===== src/rtl/if_id_queue_if.sv =====
// rtl/if_id_queue_if.sv - fetch/decode handshake bundle for the IF/ID queue
interface if_id_queue_if #(
   parameter int XLEN  = 32,
   parameter int DEPTH = 2,
   parameter int CNT_W = 16
);
   localparam int CW = $clog2(DEPTH) + 1;

   // fetch side
   logic            in_valid;
   logic [XLEN-1:0] in_instr;
   logic [XLEN-1:0] in_pc;
   logic            in_ready;
   logic            flush;

   // decode side
   logic            out_valid;
   logic [XLEN-1:0] out_instr;
   logic [XLEN-1:0] out_pc;
   logic            out_ready;

   // status
   logic [CW-1:0]    count;
   logic [CNT_W-1:0] bubble_cnt;

   // fetch/decode/flush driver view
   modport master (
      output in_valid, in_instr, in_pc, flush, out_ready,
      input  in_ready, out_valid, out_instr, out_pc, count, bubble_cnt
   );

   // queue view
   modport slave (
      input  in_valid, in_instr, in_pc, flush, out_ready,
      output in_ready, out_valid, out_instr, out_pc, count, bubble_cnt
   );
endinterface


===== src/rtl/if_id_queue.sv =====
// rtl/if_id_queue.sv - in-order decoupling queue between fetch and decode
module if_id_queue #(
   parameter int              XLEN      = 32,
   parameter int              DEPTH     = 2,
   parameter logic [XLEN-1:0] NOP_INSTR = 32'h00000013,
   parameter int              CNT_W     = 16
) (
   input logic            clk,
   input logic            rst,
   if_id_queue_if.slave   bus
);
   localparam int PTR_W = $clog2(DEPTH);
   localparam int CW    = PTR_W + 1;

   localparam logic [PTR_W-1:0] PTR_ONE  = 1;
   localparam logic [CW-1:0]    CNT_ONE  = 1;
   localparam logic [CW-1:0]    CNT_FULL = CW'(DEPTH);
   localparam logic [CNT_W-1:0] BUB_ONE  = 1;
   localparam logic [CNT_W-1:0] BUB_MAX  = '1;

   // entry storage; contents are only observed through count-qualified reads
   logic [XLEN-1:0] instr_mem [DEPTH];
   logic [XLEN-1:0] pc_mem    [DEPTH];

   logic [PTR_W-1:0] rd_ptr;
   logic [PTR_W-1:0] wr_ptr;
   logic [CW-1:0]    count;
   logic [CNT_W-1:0] bubble_cnt;

   logic in_ready;
   logic out_valid;
   logic push;
   logic pop;

   // handshake qualifiers; in_ready deliberately ignores out_ready
   always_comb begin
      in_ready  = (count != CNT_FULL);
      out_valid = (count != '0);
      push      = bus.in_valid & in_ready;
      pop       = out_valid & bus.out_ready;
   end

   // write the accepted word into the tail slot (a flush discards it)
   always_ff @(posedge clk) begin
      if (push && !bus.flush) begin
         instr_mem[wr_ptr] <= bus.in_instr;
         pc_mem[wr_ptr]    <= bus.in_pc;
      end
   end

   // pointer and occupancy tracking; flush wins over push/pop
   always_ff @(posedge clk or posedge rst) begin
      if (rst) begin
         rd_ptr <= '0;
         wr_ptr <= '0;
         count  <= '0;
      end else if (bus.flush) begin
         rd_ptr <= '0;
         wr_ptr <= '0;
         count  <= '0;
      end else begin
         if (push)
            wr_ptr <= wr_ptr + PTR_ONE;
         if (pop)
            rd_ptr <= rd_ptr + PTR_ONE;
         case ({push, pop})
            2'b10:   count <= count + CNT_ONE;
            2'b01:   count <= count - CNT_ONE;
            default: count <= count;
         endcase
      end
   end

   // starved-decode counter: decode ready, nothing to give, no redirect
   always_ff @(posedge clk or posedge rst) begin
      if (rst)
         bubble_cnt <= '0;
      else if (bus.out_ready && !out_valid && !bus.flush && bubble_cnt != BUB_MAX)
         bubble_cnt <= bubble_cnt + BUB_ONE;
   end

   // present the head entry, or a NOP while empty
   always_comb begin
      bus.in_ready   = in_ready;
      bus.out_valid  = out_valid;
      bus.out_instr  = out_valid ? instr_mem[rd_ptr] : NOP_INSTR;
      bus.out_pc     = out_valid ? pc_mem[rd_ptr] : '0;
      bus.count      = count;
      bus.bubble_cnt = bubble_cnt;
   end
endmodule


===== src/flat_wrapper.sv =====
// flat-port wrapper written by rule: the top's interface ports become plain ports
module if_id_queue_flat 
#(
   parameter int              XLEN      = 32,
   parameter int              DEPTH     = 2,
   parameter logic [XLEN-1:0] NOP_INSTR = 32'h00000013,
   parameter int              CNT_W     = 16
)
  (clk, rst, bus_in_valid, bus_in_instr, bus_in_pc, bus_flush, bus_out_ready, bus_in_ready, bus_out_valid, bus_out_instr, bus_out_pc, bus_count, bus_bubble_cnt);
  if_id_queue_if #(.XLEN(XLEN), .DEPTH(DEPTH), .CNT_W(CNT_W)) bus_i ();
  input logic clk;
  input logic rst;
  input wire logic [$bits(bus_i.in_valid)-1:0] bus_in_valid;
  input wire logic [$bits(bus_i.in_instr)-1:0] bus_in_instr;
  input wire logic [$bits(bus_i.in_pc)-1:0] bus_in_pc;
  input wire logic [$bits(bus_i.flush)-1:0] bus_flush;
  input wire logic [$bits(bus_i.out_ready)-1:0] bus_out_ready;
  output wire logic [$bits(bus_i.in_ready)-1:0] bus_in_ready;
  output wire logic [$bits(bus_i.out_valid)-1:0] bus_out_valid;
  output wire logic [$bits(bus_i.out_instr)-1:0] bus_out_instr;
  output wire logic [$bits(bus_i.out_pc)-1:0] bus_out_pc;
  output wire logic [$bits(bus_i.count)-1:0] bus_count;
  output wire logic [$bits(bus_i.bubble_cnt)-1:0] bus_bubble_cnt;
  assign bus_i.in_valid = bus_in_valid;
  assign bus_i.in_instr = bus_in_instr;
  assign bus_i.in_pc = bus_in_pc;
  assign bus_i.flush = bus_flush;
  assign bus_i.out_ready = bus_out_ready;
  assign bus_in_ready = bus_i.in_ready;
  assign bus_out_valid = bus_i.out_valid;
  assign bus_out_instr = bus_i.out_instr;
  assign bus_out_pc = bus_i.out_pc;
  assign bus_count = bus_i.count;
  assign bus_bubble_cnt = bus_i.bubble_cnt;
  if_id_queue #(.XLEN(XLEN), .DEPTH(DEPTH), .NOP_INSTR(NOP_INSTR), .CNT_W(CNT_W)) u_core (.clk(clk), .rst(rst), .bus(bus_i));
endmodule

===== config.mk =====
export PLATFORM = sky130hd
export DESIGN_NAME = if_id_queue_flat
export DESIGN_NICKNAME = d
export VERILOG_FILES = /design/src/rtl/if_id_queue_if.sv /design/src/rtl/if_id_queue.sv /design/src/flat_wrapper.sv
export SDC_FILE = /design/constraint.sdc
export NUM_CORES = 1
export LEC_CHECK = 0
export ABC_AREA = 1
export CORE_ASPECT_RATIO = 1.75
export CORE_MARGIN = 1.5
export CORE_UTILIZATION = 49
export DETAILED_ROUTE_END_ITERATION = 6
export PLACE_DENSITY = 0.77
export SETUP_SLACK_MARGIN = 0.1
export SYNTH_ARGS = -nofsm -noshare
export SYNTH_HDL_FRONTEND = slang
export SYNTH_SLANG_ARGS = --single-unit

===== constraint.sdc =====
create_clock -name clk -period 4.91 [get_ports clk]
set_input_delay 0.982 -clock clk [delete_from_list [all_inputs] [get_ports clk]]
set_output_delay 0.982 -clock clk [all_outputs]
set_load 0.005 [all_outputs]

==> results of run 1 <==
area by class of cell:
class                           count  area [µm²]  area share (%)
Clock buffer                       17         425            5.14
Clock inverter                     15         159            1.92
Inverter                           18        67.6           0.816
Multi-Input combinational cell    333        1530            18.4
Sequential cell                   148        4350            52.5
Tap cell                          165         206            2.49
Timing Repair Buffer              156        1550            18.7
state kept, by name, indices dropped and copies added, names as in the netlist:
register               count
u_core.bus.bubble_cnt     16
u_core.bus.count           2
u_core.instr_mem          64
u_core.pc_mem             64
u_core.rd_ptr              1
u_core.wr_ptr              1
routing by layer:
| layer | part of all wire (%) | vias up |
|---|---|---|
| li1 | - | 2088 |
| met1 | 37 | 2130 |
| met2 | 53 | 194 |
| met3 | 8.0 | 30 |
| met4 | 2.5 | 0 |
| met5 | 0 | - |
worst max-delay path, cell delays in order, from the launching register on:
cell             delay, ps
dfrtp_2                410
inv_2                  810
nand2_1                200
a21oi_1                310
clkdlybuf4s50_1        560
power by group through the flow:
stage / logic (mW) / registers (mW) / clock network (mW)
6_report: 0.573 / 1.51 / 1.27
3_3_place_gp: 0.559 / 1.53 / 0
3_5_place_dp: 0.572 / 1.54 / 0
5_1_grt: 0.630 / 1.52 / 1.34
2_1_floorplan: 0.241 / 1.53 / 0
4_1_cts: 0.577 / 1.51 / 1.29
cell usage after synthesis, types with 2 or more instances:
library cell,instances
a21oi_1,62
buf_1,6
buf_2,5
buf_6,2
clkbuf_1,8
dfrtp_1,20
edfxtp_1,128
inv_1,16
inv_2,2
nand2_1,203
nand2_2,3
nand3_1,12
nand4_1,7
nor2_1,18
nor2_4,3
nor2_8,2
o21ai_0,12
xnor2_1,5
xor2_1,2
worst paths after layout:
check | startpoint | end | cells after the start
max in group asynchronous | rst | u_core.rd_ptr$_DFFE_PP0P_ | 2
setup / recovery | u_core.rd_ptr$_DFFE_PP0P_ | bus_out_instr[14] | 4
setup reg to reg | u_core.bus.count[0]$_DFFE_PP0P_ | u_core.pc_mem[1][11]$_DFFE_PP_ | 7
hold / removal | u_core.bus.bubble_cnt[13]$_DFFE_PP0P_ | u_core.bus.bubble_cnt[13]$_DFFE_PP0P_ | 2
min in group asynchronous | rst | u_core.bus.count[0]$_DFFE_PP0P_ | 2
hold reg to reg | u_core.bus.bubble_cnt[13]$_DFFE_PP0P_ | u_core.bus.bubble_cnt[13]$_DFFE_PP0P_ | 2
placed cells by master (no fill, tap or decap), drive strengths merged:
cell type        n
a21oi           62
buf              4
bufinv           1
clkbuf          17
clkdlybuf4s50  152
clkinv           2
clkinvlp         1
dfrtp           20
edfxtp         128
ha               1
inv             29
nand2          207
nand3           13
nand4            7
nor2            23
o21ai           12
o21bai           1
xnor2            5
xor2             2
stage by stage:
step	hold WS [ps]	util (%)	std cells	instance area (µm²)
final	579	69.0	852	8280
after global routing	627	69.0	852	8280
after CTS	580	69.0	852	8280
after detailed placement	563	64.1	820	7700
after global placement	552	64.1	820	7700
after floorplan	481	-	520	6020
cell families after synthesis:
group / after synthesis / share of synthesized area, %
AOI/OAI and AO/OA: 75 / 6.46
xor gates and xnor gates: 7 / 1.02
adders and majority gates: 1 / 0.208
buffers and inverters: 39 / 2.78
DFF: 148 / 72.1
and+or+nand+nor: 250 / 17.4
==> results.toml, run 1 <==
[drt]
drt_iter0_drc = 272
detail_route.first_pass.iterations = 4
wire_per_inst_um = 16.3
drc_errors = 0
via_count = 4442
avgViaCountPerCell = 5.21
antenna_left = 0
routed_wirelength_mm = 13.9

[timing]
finalMaxSlewViolations = 0
max_freq_ghz = 0.271
period_needed_ps = 3680
slew_headroom_pct = 24.9
finalClockSkew_ps = 12.1
hold_viol_final = 0
min_period_over_period_pct = 75.0
finalSetupViolCount = 0
finalSetupTns_ps = 0
rsz0062_at_grt = "no"
worst_slack_ps = 1230
tightest_slew_ps = 1120

[floorplan]
chipWidth_um = 86.8
die_h_um = 150
rows = 53
ioPinCount = 153
start_util_pct = 50.2
die_area_um2 = 13000
core_um2 = 12000

[logic_synthesis]
ys_warn_count = 0
synth_edf_count = 128
synthCells = 520
synth_top_area_share_pct = 63.8
avgSynthCellArea_um2 = 11.6
yosysSeqAreaShare_pct = 72.1
ys.flop_type = "edfxtp_1"
synthTopCellsByArea = "edfxtp_1 (64%), nand2_1 (13%), dfrtp_1 (8.3%), a21oi_1 (5.2%), nor2_1 (1.1%)"
synth_area_um2 = 6020
syn-num-nets = 590
yosys.cell_types.count = 23
yosys.area.top_type = "edfxtp_1"
synth-async-reset-ratio_pct = 13.5
ys_ff_latch = 148

[cells_and_area]
nFillCells = 842
drive_gt1_share_pct = 7.42
diodes = 0
layout.nets = 744
syn_to_final_growth_pct = 37.5

[global_route]
antenna_found_initial = 0
use_met2_pct = 37.3
grt_use_met1_pct = 25.2
gr-max-usage-layer = "met2"
grt_pass1_vias = 4586
grt_max_degree = 67
met3_usage_pct = 6.95
grt_usage_pct = 22.3
grt_overflow = 0
grt_first_pass_wirelength_mm = 21.8

[clock_tree]
clk_pin_slew_ps = 70
cts_max_level = 4
cts_hold_buf = 0
clock_latency_ps = 410
cts.sinks = 148
clockBufferDepth = 2
cts_resized = 0
tritoncts = "built"
cts_buffers = 17
cts-root-buf = "clkbuf_16"
cts_post_setup_buffers_inserted = 0

[worst_setup_path]
cp-end-kind = "primary output"
cp-start-kind = "register"
worst_ep_arrival_time_ps = 2700
rrSetupSlack_ps = 2460
cp_max_fo = 64
crit_required_ps = 3930
crit_type = "reg -> out"

[placement]
dpl.hpwl_mm = 8.95
port-buffer-count = 152
dp_slack_ps = 1650
finalWeightedCongestion = 0.935

[power_and_ir_drop]
powerDensity_nw_per_um2 = 405
p_clk_share_pct = 37.8
p_int_mw = 2.46
swShare_pct = 26.5
seq_power_share_pct = 45.1
p_leak_nw = 3.06
peakVddDrop_v = 0.000274
p_comb_share_pct = 17.1
finalPower_mw = 3.35
power.switching_mw = 0.890

[flow_run]
max_cap_viol_count = 0

[run_status]
outcome = "finished clean"

[hold_path]
hold_class = "reg -> reg"
Note: power is estimated with default switching activity, not from simulation.
==> inputs of run 2 (changes only) <==
- clock period: 4.91 -> 3.5 ns (I/O delays scaled with it)
==> run 2 against run 1 <==
Against the previous run: combinational power increased by 44%; register-to-register slack lost 890 ps; utilization is 0.56 points higher; wire length increased by 2.1%; critical path type unchanged; critical endpoint is now bus_out_instr[15]; highest routed layer unchanged.
==> results.toml, run 2 (synthesis results as in run 1) <==
[power_and_ir_drop]
p_comb_share_pct = 17.3
powerDensity_nw_per_um2 = 571
peakVddDrop_v = 0.000456
p_leak_nw = 3.08
power.switching_mw = 1.24
p_int_mw = 3.53
seq_power_share_pct = 44.5
p_clk_share_pct = 38.2
swShare_pct = 26.0

[worst_setup_path]
cp-start-kind = "register"
crit_type = "reg -> out"
cp_max_fo = 66
crit_chain = "buf_4 -> nand2_1 -> a21oi_1 -> clkdlybuf4s50_1"
r2r_start = "u_core.bus.count[0]$_DFFE_PP0P_"
crit_buf_inv = 2
slowest_stage = "buf_4"
cp-end-kind = "primary output"
r2r-end = "u_core.pc_mem[0][9]$_DFFE_PP_"
cpPeakStageDelay_ps = 570
worst_ep_arrival_time_ps = 2320
critPathTopFamily = "buffers and inverters"
crit_required_ps = 2800
rrSetupSlack_ps = 1570
r2r_cells = 7

[global_route]
grt_pass1_vias = 4430
grt_usage_pct = 22.8
antenna_found_initial = 0
grt_overflow = 0
grt_first_pass_wirelength_mm = 22.3
grt_max_degree = 67

[floorplan]
die_h_um = 150
rows = 53
die_area_um2 = 13000
core_um2 = 12000
chipWidth_um = 86.8
start_util_pct = 50.2
ioPinCount = 153

[timing]
max_freq_ghz = 0.331
period_needed_ps = 3020
slew_headroom_pct = 46.2
holdWs_ps = 580
finalMaxSlewViolations = 0
rsz0062_at_grt = "no"
tightest_slew_ps = 807
min_period_over_period_pct = 86.3
finalClockSkew_ps = 9.56
worst_slack_ps = 480
hold_viol_final = 0
finalSetupViolCount = 0

[drt]
avgViaCountPerCell = 5.13
via_count = 4373
wl_met3_mm = 1.08
routed_wirelength_mm = 14.2
highest_layer = "met4"
m1WireLength_mm = 5.22
drc_errors = 0
wl_met2_mm = 7.67
antenna_left = 0
wire_per_inst_um = 16.6
detail_route.first_pass.iterations = 5
drt_iter0_drc = 323

[cells_and_area]
reg.largest.list = "u_core.instr_mem x64, u_core.pc_mem x64, u_core.bus.bubble_cnt x16"
diodes = 0
layout.nets = 745
drive_gt1_share_pct = 7.56
layout_commonest_cell = "nand2_1"
final_cell_mix = "nand2_1 (203), clkdlybuf4s50_1 (152), edfxtp_1 (128), a21oi_1 (62), dfrtp_1 (19)"
final_cell_area_um2 = 8350
syn_to_final_growth_pct = 38.6

[placement]
dpl.hpwl_mm = 9.15
place_area_um2 = 7750
dp_slack_ps = 950
port-buffer-count = 152
finalWeightedCongestion = 0.926

[clock_tree]
cts.sinks = 148
tritoncts = "built"
cts_resized = 0
cts-root-buf = "clkbuf_16"
clock_latency_ps = 410
clk_pin_slew_ps = 70
clockBufferDepth = 2
cts_max_level = 4
cts_post_setup_buffers_inserted = 0
cts_hold_buf = 0
cts_buffers = 17

[flow_run]
max_cap_viol_count = 0

[hold_path]
hold_class = "reg -> reg"
hold_depth = 1
holdPathEnd = "u_core.wr_ptr$_DFFE_PP0P_"
hp-start = "u_core.wr_ptr$_DFFE_PP0P_"

[run_status]
outcome = "finished clean"
## run 2: cell types whose count changed in the layout (fill, tap and decap cells not counted), sizes merged
cell,delta
clkinvlp,+1
bufinv,+1
inv,-3
buf,+1
clkinv,+1
## run 2: routing by layer
layer,vias up,GRT usage (%)
li1,2089,-
met1,2096,26.5
met2,171,38.6
met3,17,8.05
met4,0,8.15
met5,-,0
## run 2: final cells by class
cell class | instances | area (µm²)
flip-flops and latches | 148 | 4350
fillers | 844 | 3650
repair buffers | 157 | 1610
multi-input cells | 333 | 1530
clock buffers | 17 | 425
well taps | 165 | 206
clock inverters | 15 | 169
inverters | 18 | 67.6
## run 2: worst max-delay path by stage
| stage | from | to | slack [ps] | cells past startpoint |
|---|---|---|---|---|
| 2_1_floorplan | bus_flush | u_core.instr_mem[0][0]$_DFFE_PP_ | -600 | 3 |
| 4_1_cts | u_core.rd_ptr$_DFFE_PP0P_ | bus_out_instr[21] | 450 | 4 |
| 3_3_place_gp | u_core.rd_ptr$_DFFE_PP0P_ | bus_out_pc[11] | 980 | 4 |
| 6_report | u_core.rd_ptr$_DFFE_PP0P_ | bus_out_instr[15] | 480 | 4 |
| 3_5_place_dp | u_core.rd_ptr$_DFFE_PP0P_ | bus_out_pc[11] | 950 | 4 |
| 5_1_grt | u_core.rd_ptr$_DFFE_PP0P_ | bus_out_instr[15] | 340 | 4 |
## run 2: through the flow
stage	utilization (%)	power [mW]	TNS (ps)	instances
6_report	69.6	4.77	0	853
5_1_grt	69.6	4.95	0	853
2_1_floorplan	-	2.48	-77010	520
4_1_cts	69.6	4.80	0	853
3_5_place_dp	64.6	2.98	0	821
3_3_place_gp	64.6	2.95	0	821
## run 2: power groups by stage
| stage | Clock [mW] | Sequential, mW | Combinational [mW] |
|---|---|---|---|
| after floorplan | 0 | 2.14 | 0.338 |
| after global placement | 0 | 2.15 | 0.805 |
| after detailed placement | 0 | 2.16 | 0.823 |
| after CTS | 1.84 | 2.12 | 0.831 |
| after global routing | 1.91 | 2.13 | 0.902 |
| final | 1.82 | 2.12 | 0.823 |
==> inputs of run 3 (changes only) <==
- CAP_MARGIN: not set -> 40
- PLACE_DENSITY: 0.77 -> 0.84
- clock period: 3.5 -> 3.46 ns (I/O delays scaled with it)
==> run 3 against run 2 <==
Against the previous run: die area did not move; wire length fell by 2.4%; sequential share of layout area rose by 0.11 points; worst setup slack got worse by 49 ps; via count rose by 1.0%; final cell count rose by 0.12%; critical path depth rose by 1; clock power barely moved; non-clock buffer count rose by 1; combinational power barely moved; clock skew fell by 1.2 ps.
==> results.toml, run 3 (synthesis results as in run 1) <==
[run_status]
outcome = "finished clean"

[cells_and_area]
reg.largest.list = "u_core.instr_mem x64, u_core.pc_mem x64, u_core.bus.bubble_cnt x16"
syn_to_final_growth_pct = 38.3
final_cell_area_um2 = 8330
final_cell_mix = "nand2_1 (203), clkdlybuf4s50_1 (152), edfxtp_1 (128), a21oi_1 (62), dfrtp_1 (19)"
utilization_pct = 69.4
layout_commonest_cell = "nand2_1"
drive_gt1_share_pct = 7.84
nFillCells = 826
diodes = 0
finalNonFillerCells = 854
layout.nets = 746

[worst_setup_path]
crit_type = "reg -> out"
crit_chain = "inv_2 -> buf_12 -> nand2_1 -> a21oi_1 -> clkdlybuf4s50_1"
r2r_cells = 7
rrSetupSlack_ps = 1550
crit_required_ps = 2770
r2r_start = "u_core.bus.count[0]$_DFFE_PP0P_"
critPathLaunch = "u_core.rd_ptr$_DFFE_PP0P_"
cpPeakStageDelay_ps = 550
crit_buf_inv = 3
cp_max_fo = 39
critPathTopFamily = "buffers and inverters"
cp.depth = 5
worst_ep_arrival_time_ps = 2340
cp-endpoint = "bus_out_instr[28]"
slowest_stage = "clkdlybuf4s50_1"
r2r-end = "u_core.pc_mem[1][10]$_DFFE_PP_"
cp-start-kind = "register"
cp-end-kind = "primary output"

[floorplan]
rows = 53
die_h_um = 150
ioPinCount = 153
die_area_um2 = 13000
start_util_pct = 50.2
core_um2 = 12000
chipWidth_um = 86.8

[timing]
period_needed_ps = 3030
min_period_over_period_pct = 87.5
worst_slack_ps = 431
hold_viol_final = 0
tightest_slew_ps = 786
finalMaxSlewViolations = 0
finalSetupViolCount = 0
finalClockSkew_ps = 8.33
slew_headroom_pct = 47.5
max_freq_ghz = 0.330
rsz0062_at_grt = "no"
finalSetupTns_ps = 0
holdWs_ps = 591

[flow_run]
max_cap_viol_count = 0

[drt]
via_count = 4417
drc_errors = 0
avgViaCountPerCell = 5.17
detail_route.first_pass.iterations = 5
wire_per_inst_um = 16.2
routed_wirelength_mm = 13.8
antenna_left = 0
drt_iter0_drc = 204

[placement]
finalWeightedCongestion = 0.859
dp_slack_ps = 880
port-buffer-count = 152
dpl.hpwl_mm = 9.09
place_area_um2 = 7750
dp.cells = 822

[power_and_ir_drop]
p_leak_nw = 3.08
powerDensity_nw_per_um2 = 572
finalPower_mw = 4.77
peakVddDrop_v = 0.000460

[global_route]
grt_pass1_vias = 4512
grt_usage_pct = 21.9
grt_max_degree = 67
antenna_found_initial = 0
grt_first_pass_wirelength_mm = 21.3
grt_overflow = 0

[clock_tree]
cts-root-buf = "clkbuf_16"
cts_resized = 0
cts_post_setup_buffers_inserted = 0
clock_latency_ps = 420
tritoncts = "built"
clockBufferDepth = 2
cts_hold_buf = 0
cts_buffers = 17
cts_max_level = 4
clk_pin_slew_ps = 60
cts.sinks = 148

[hold_path]
hold_class = "reg -> reg"
hold_depth = 2
[run 3: final cells by class]
cell class	instances	area, µm²	area share [%]
flip-flops and latches	148	4350	52.2
repair buffers	158	1600	19.3
multi-input cells	333	1530	18.3
clock buffers	17	425	5.11
well taps	165	206	2.48
clock inverters	15	156	1.88
inverters	18	67.6	0.811
[run 3: layer usage]
metal / GRT usage (%) / up-vias / part of all wire (%)
met2: 39.5 / 183 / 55
met4: 9.92 / 0 / 2.0
met3: 6.51 / 24 / 6.7
met5: 0 / - / 0
li1: - / 2097 / -
met1: 23.1 / 2113 / 37
[run 3: worst min path at each step]
stage                     slack [ps]                                     to                                   from
after floorplan                  480              u_core.wr_ptr$_DFFE_PP0P_              u_core.wr_ptr$_DFFE_PP0P_
after global placement           540  u_core.bus.bubble_cnt[15]$_DFFE_PP0P_  u_core.bus.bubble_cnt[15]$_DFFE_PP0P_
after detailed placement         580   u_core.bus.bubble_cnt[1]$_DFFE_PP0P_   u_core.bus.bubble_cnt[1]$_DFFE_PP0P_
after CTS                        600  u_core.bus.bubble_cnt[15]$_DFFE_PP0P_  u_core.bus.bubble_cnt[15]$_DFFE_PP0P_
after global routing             630   u_core.bus.bubble_cnt[1]$_DFFE_PP0P_   u_core.bus.bubble_cnt[1]$_DFFE_PP0P_
final                            590  u_core.bus.bubble_cnt[15]$_DFFE_PP0P_  u_core.bus.bubble_cnt[15]$_DFFE_PP0P_
[run 3: tightest hold or removal path: cells and delay by family, from the launching register on]
kind             cells  cell delay (ps)
flip-flops           1              410
AND/OR/NAND/NOR      2              150
[run 3: power breakdown]
part | switching [mW] | internal [mW] | leakage, nW
Combinational | 0.400 | 0.426 | 1.35
Sequential | 0.0878 | 2.05 | 1.44
Clock | 0.776 | 1.02 | 0.290
Total | 1.26 | 3.50 | 3.08
